==> src/rtl/counter_pkg.sv <==
// Shared counter definitions: the count direction encoding and the load clamp rule.
// Reused by every counter variant.
package counter_pkg;

  typedef enum logic {
    DIR_DOWN = 1'b0,
    DIR_UP   = 1'b1
  } dir_e;

  // Widest counter the shared helpers support; narrower counters zero-extend into it.
  localparam int CNT_MAX_WIDTH = 32'd64;

  typedef logic [CNT_MAX_WIDTH-1:0] cnt_wide_t;

  // A loaded value above the modulus limit is pinned to the limit so the count
  // register never holds an out-of-range value.
  function automatic cnt_wide_t clamp_to_max(input cnt_wide_t value,
                                             input cnt_wide_t max_value);
    cnt_wide_t result;
    if (value > max_value) begin
      result = max_value;
    end else begin
      result = value;
    end
    return result;
  endfunction

endpackage

==> src/rtl/updown_counter_if.sv <==
// Control/status bundle of the up/down counter: master drives the controls,
// slave (the counter) returns count and wrap.
interface updown_counter_if #(
  parameter int WIDTH = 8
);

  logic             enable;
  logic             up;
  logic             load;
  logic [WIDTH-1:0] load_value;
  logic [WIDTH-1:0] count;
  logic             wrap;

  modport master (
    output enable,
    output up,
    output load,
    output load_value,
    input  count,
    input  wrap
  );

  modport slave (
    input  enable,
    input  up,
    input  load,
    input  load_value,
    output count,
    output wrap
  );

endinterface

==> src/rtl/updown_counter_next.sv <==
// Combinational next-state for the up/down counter (priority load > enable > hold).
// UPDOWN_COUNTER_SATURATE_EN turns the limit event from a wrap into a saturation.
module updown_counter_next
  import counter_pkg::*;
#(
  parameter int               WIDTH     = 8,
  parameter logic [WIDTH-1:0] MAX_VALUE = {WIDTH{1'b1}}
) (
  input  logic [WIDTH-1:0] count,
  input  logic             up,
  input  logic             enable,
  input  logic             load,
  input  logic [WIDTH-1:0] load_value,
  output logic [WIDTH-1:0] count_next,
  output logic             wrap_next
);

  localparam logic [WIDTH-1:0] ZERO = '0;
  localparam logic [WIDTH-1:0] ONE  = WIDTH'(1'b1);

`ifdef UPDOWN_COUNTER_SATURATE_EN
  localparam logic [WIDTH-1:0] UP_LIMIT_NEXT   = MAX_VALUE;
  localparam logic [WIDTH-1:0] DOWN_LIMIT_NEXT = ZERO;
`else
  localparam logic [WIDTH-1:0] UP_LIMIT_NEXT   = ZERO;
  localparam logic [WIDTH-1:0] DOWN_LIMIT_NEXT = MAX_VALUE;
`endif

  dir_e             dir_s;
  logic [WIDTH-1:0] load_clamped_s;

  assign dir_s          = dir_e'(up);
  assign load_clamped_s = WIDTH'(clamp_to_max(cnt_wide_t'(load_value),
                                              cnt_wide_t'(MAX_VALUE)));

  // Next count/wrap; increments and decrements happen only strictly inside the range.
  always_comb begin
    count_next = count;
    wrap_next  = 1'b0;
    if (load) begin
      count_next = load_clamped_s;
    end else if (enable) begin
      case (dir_s)
        DIR_UP: begin
          if (count < MAX_VALUE) begin
            count_next = count + ONE;
          end else begin
            count_next = UP_LIMIT_NEXT;
            wrap_next  = 1'b1;
          end
        end
        DIR_DOWN: begin
          if (count != ZERO) begin
            count_next = count - ONE;
          end else begin
            count_next = DOWN_LIMIT_NEXT;
            wrap_next  = 1'b1;
          end
        end
        default: begin
          count_next = count;
          wrap_next  = 1'b0;
        end
      endcase
    end else begin
      count_next = count;
      wrap_next  = 1'b0;
    end
  end

endmodule

==> src/rtl/updown_counter.sv <==
// Parametrised modulo-(MAX_VALUE+1) up/down counter with load and a registered wrap flag.
// Build option: define UPDOWN_COUNTER_SATURATE_EN to saturate at the limits instead of wrapping.
module updown_counter
  import counter_pkg::*;
#(
  parameter int               WIDTH       = 8,
  parameter logic [WIDTH-1:0] MAX_VALUE   = {WIDTH{1'b1}},
  parameter logic [WIDTH-1:0] RESET_VALUE = '0
) (
  input  logic              clock,
  input  logic              reset,
  updown_counter_if.slave   bus
);

  if ((WIDTH < 1) || (WIDTH > CNT_MAX_WIDTH)) begin : g_bad_width
    $error("updown_counter: WIDTH must be within 1..%0d", CNT_MAX_WIDTH);
  end
  if (RESET_VALUE > MAX_VALUE) begin : g_bad_reset_value
    $error("updown_counter: RESET_VALUE must not exceed MAX_VALUE");
  end

  logic [WIDTH-1:0] count_r;
  logic             wrap_r;
  logic [WIDTH-1:0] count_next_s;
  logic             wrap_next_s;

  updown_counter_next #(
    .WIDTH     (WIDTH),
    .MAX_VALUE (MAX_VALUE)
  ) u_next (
    .count      (count_r),
    .up         (bus.up),
    .enable     (bus.enable),
    .load       (bus.load),
    .load_value (bus.load_value),
    .count_next (count_next_s),
    .wrap_next  (wrap_next_s)
  );

  // State registers; reset is synchronous and overrides load and enable.
  always_ff @(posedge clock) begin
    if (!reset) begin
      count_r <= RESET_VALUE;
      wrap_r  <= 1'b0;
    end else begin
      count_r <= count_next_s;
      wrap_r  <= wrap_next_s;
    end
  end

  assign bus.count = count_r;
  assign bus.wrap  = wrap_r;

endmodule

==> src/flat_wrapper.sv <==
// flat-port wrapper written by rule: the top's interface ports become plain ports
module updown_counter_flat import counter_pkg::*;
#(
  parameter int               WIDTH       = 8,
  parameter logic [WIDTH-1:0] MAX_VALUE   = {WIDTH{1'b1}},
  parameter logic [WIDTH-1:0] RESET_VALUE = '0
)
  (clock, reset, bus_enable, bus_up, bus_load, bus_load_value, bus_count, bus_wrap);
  updown_counter_if #(.WIDTH(WIDTH)) bus_i ();
  input  logic clock;
  input  logic reset;
  input wire logic [$bits(bus_i.enable)-1:0] bus_enable;
  input wire logic [$bits(bus_i.up)-1:0] bus_up;
  input wire logic [$bits(bus_i.load)-1:0] bus_load;
  input wire logic [$bits(bus_i.load_value)-1:0] bus_load_value;
  output wire logic [$bits(bus_i.count)-1:0] bus_count;
  output wire logic [$bits(bus_i.wrap)-1:0] bus_wrap;
  assign bus_i.enable = bus_enable;
  assign bus_i.up = bus_up;
  assign bus_i.load = bus_load;
  assign bus_i.load_value = bus_load_value;
  assign bus_count = bus_i.count;
  assign bus_wrap = bus_i.wrap;
  updown_counter #(.WIDTH(WIDTH), .MAX_VALUE(MAX_VALUE), .RESET_VALUE(RESET_VALUE)) u_core (.clock(clock), .reset(reset), .bus(bus_i));
endmodule
==> config.mk <==
export PLATFORM = sky130hd
export DESIGN_NAME = updown_counter_flat
export DESIGN_NICKNAME = d
export VERILOG_FILES = /design/src/rtl/counter_pkg.sv /design/src/rtl/updown_counter_if.sv /design/src/rtl/updown_counter_next.sv /design/src/rtl/updown_counter.sv /design/src/flat_wrapper.sv
export SDC_FILE = /design/constraint.sdc
export NUM_CORES = 1
export LEC_CHECK = 0
export BUFFER_PORTS_ARGS = -buffer_cell sky130_fd_sc_hd__buf_2
export CORE_AREA = 2 2 48 50
export DETAILED_ROUTE_END_ITERATION = 10
export DIE_AREA = 0 0 50 52
export PLACE_DENSITY = 0.73
export SLEW_MARGIN = 0
export SYNTH_ARGS = -nofsm -noshare
export SYNTH_HDL_FRONTEND = slang
export SYNTH_HIERARCHICAL = 1
export SYNTH_SLANG_ARGS = --single-unit
export TNS_END_PERCENT = 20
==> constraint.sdc <==
create_clock -name clock -period 2.6 [get_ports clock]
set_input_delay 0.13 -clock clock [delete_from_list [all_inputs] [get_ports clock]]
set_output_delay 0.13 -clock clock [all_outputs]
set_load 0.03 [all_outputs]
==> flow_metrics.tcl <==
set metrics [dict create \
    outcome "completed" \
    initial_utilization_pct 41.4 \
    hold_path.class "input port to flop" \
    die_y_um 52 \
    critPathBufInv 1 \
    syn_area_um2 872 \
    synth_fp_nets 129 \
    die_w_um 50 \
    worstReg2RegStart "u_core/bus.count[0]" \
    nFillCells 221 \
    power.density_nw_per_um2 445 \
    cts_setup_buffers 0 \
    clock_latency_ns 0.27 \
    numPortBuffers 21 \
    rows 17 \
    route.vias.total 920 \
    yosys_warnings 6 \
    rsz0062_at_grt "false" \
    drc 0 \
    max_stage_delay_ns 0.52 \
    final_layout_size_suffix_gt1_share_pct 27.0 \
    ant_nets 0 \
    final_cell_mix "buf_2 (21), nand2_1 (11), and2_1 (10)" \
    worst-setup-path-type "flop to flop" \
    drt_pre_antenna_iters 4 \
    htree_levels 1 \
    synth_edf_count 0 \
    area_growth_pct 11.9 \
    post_cts_resized 0 \
    leakage_nw 0.390 \
    setup_tns_ns 0 \
    syn_avg_cell_area_um2 7.72 \
    grt_pass1_wl_um 3590 \
    register_area_um2 180 \
    holdBufCountCts 0 \
    cp-start-kind "flop" \
    cp.required_ns 2.77 \
    ys_seq_elements 9 \
    fin_crit_ns 1.98 \
    async_reset_ff_share_pct 0 \
    wl_per_cell_um 14.1 \
    hold_depth 4 \
    ff2ff_setup_slack_ns 0.62 \
    globalRouteTotalUtil_pct 17.8 \
    gp_congestion 0.914 \
    design.core.area_um2 2110 \
    relSlewSlack_pct 68.2 \
    worstPathCellList "inv_1 -> ha_1 -> mux2_2 -> or2_2 -> o221ai_1 -> o21ai_0 -> and2_1" \
    tightest_slew_ns 0.477 \
    seq_area_frac_synth_pct 20.7 \
    p_total_mw 0.434 \
    peakVddDrop_uv 264 \
    whs_endpoint "u_core/bus.count[2]" \
    grt_max_degree 21 \
    ys.flop_type "dfxtp_1" \
    rr_worst_depth 7 \
    clock-root-buffer "clkbuf_4" \
    routed_wl_um 2180 \
    fmax_mhz 505 \
    clk_pin_slew_ns 0.07 \
    syn_inst 113 \
    clock-sinks 9 \
    cp.arrival_ns 2.15 \
    grt_antenna_before_repair 0 \
    cap_violations 0 \
    path_max_fanout 11 \
    rr_endpoint "u_core/bus.count[2]" \
    cts_buffers 3 \
    setup_viol 0 \
    dieArea_um2 2600 \
    antenna_cells 0 \
    hpwlAfterDp_um 1510 \
    end_kind "flop" \
    finalMaxSlewViolations 0 \
    synth_cell_types 45 \
    final_nets 143 \
    drtIter0Drc 29 \
    viasPerCell 5.97 \
    hold_violations 0 \
    cpMaxStageDelayCell "dfxtp_1" \
    grt_pass1_vias 816 \
    multiInputGateArea_um2 622 \
    cts_buffer_depth 2 \
    min_from "bus_load_value[2]" \
    final_common_cell "buf_2" \
    cts_tree "yes" \
    cp_top_family "flip-flops" \
    final_util_pct 46.3 \
    overflow 0 \
    boundaryPins 22 \
    min_period_over_period_pct 76.2 \
    fin_skew_ns 0.00459 \
]
-- per-layer routing --
metal	share of wire [%]	track usage (%)	routed length [um]
met1	46	21.1	991
met2	49	30.0	1070
met3	5.1	4.02	110
met4	0.46	9.26	10
met5	0	0	0
-- synthesized netlist by cell type, types with 3 or more instances --
cell / number / area share (%)
nand2_1: 11 / 4.7
and2_1: 10 / 7.2
dfxtp_1: 9 / 21
nor2_1: 9 / 3.9
nor3_1: 6 / 3.4
clkbuf_1: 5 / 2.2
o21ai_0: 5 / 2.9
a21oi_1: 4 / 2.3
buf_2: 4 / 2.3
nand4_1: 4 / 2.9
ha_1: 3 / 4.3
o31ai_1: 3 / 2.6
-- final cells by class --
cell class,instances,area share [%]
repair buffers,21,10.8
inverters,2,0.769
multi-input cells,90,63.7
well taps,28,3.59
clock buffers,4,2.69
flip-flops and latches,9,18.5
-- sequential cells by signal (all words and copies together), names as in the netlist --
name	flops
u_core/bus.count	8
u_core/bus.wrap	1
-- worst max-delay path by stage --
| stage | endpoint | depth (start not counted) | slack (ns) | startpoint |
|---|---|---|---|---|
| floorplan | u_core/bus.count[2] | 8 | 0.50 | u_core/bus.count[0] |
| global placement | u_core/bus.count[2] | 7 | 0.70 | u_core/bus.count[0] |
| detailed placement | u_core/bus.count[2] | 7 | 0.64 | u_core/bus.count[0] |
| CTS | u_core/bus.count[2] | 7 | 0.63 | u_core/bus.count[0] |
| global route | u_core/bus.count[4] | 5 | 0.47 | u_core/bus.count[2] |
| finish | u_core/bus.count[2] | 7 | 0.62 | u_core/bus.count[0] |
-- power by group --
group	switching [mW]	leakage (nW)	internal [mW]
clock	0.0569	0.0150	0.0594
combinational	0.0807	0.301	0.0619
sequential	0.0271	0.0743	0.148
total	0.165	0.390	0.269
-- kinds of logic after synthesis --
kind of cell | count (synthesis) | synth area share (%)
AOI/OAI and AO/OA | 26 | 25.4
xor gates and xnor gates | 1 | 1.00
adders and majority gates | 3 | 4.30
buffers and inverters | 14 | 8.03
DFF | 9 | 20.7
muxes | 3 | 3.73
and+or+nand+nor | 57 | 36.9
-- through the flow --
step	instances	worst slack, ns	hold slack, ns	area, um^2
floorplan	113	0.501	0.252	872
detailed placement	150	0.645	0.452	950
global placement	150	0.704	0.438	950
global route	154	0.466	0.188	976
CTS	154	0.630	0.167	976
finish	154	0.619	0.168	976
-- worst min-delay path, stage by stage --
cell and delay (ns):
buf_2 0.07, nand2_1 0.04, o21ai_0 0.05, and2_1 0.11
(Power assumes the default switching activity.)
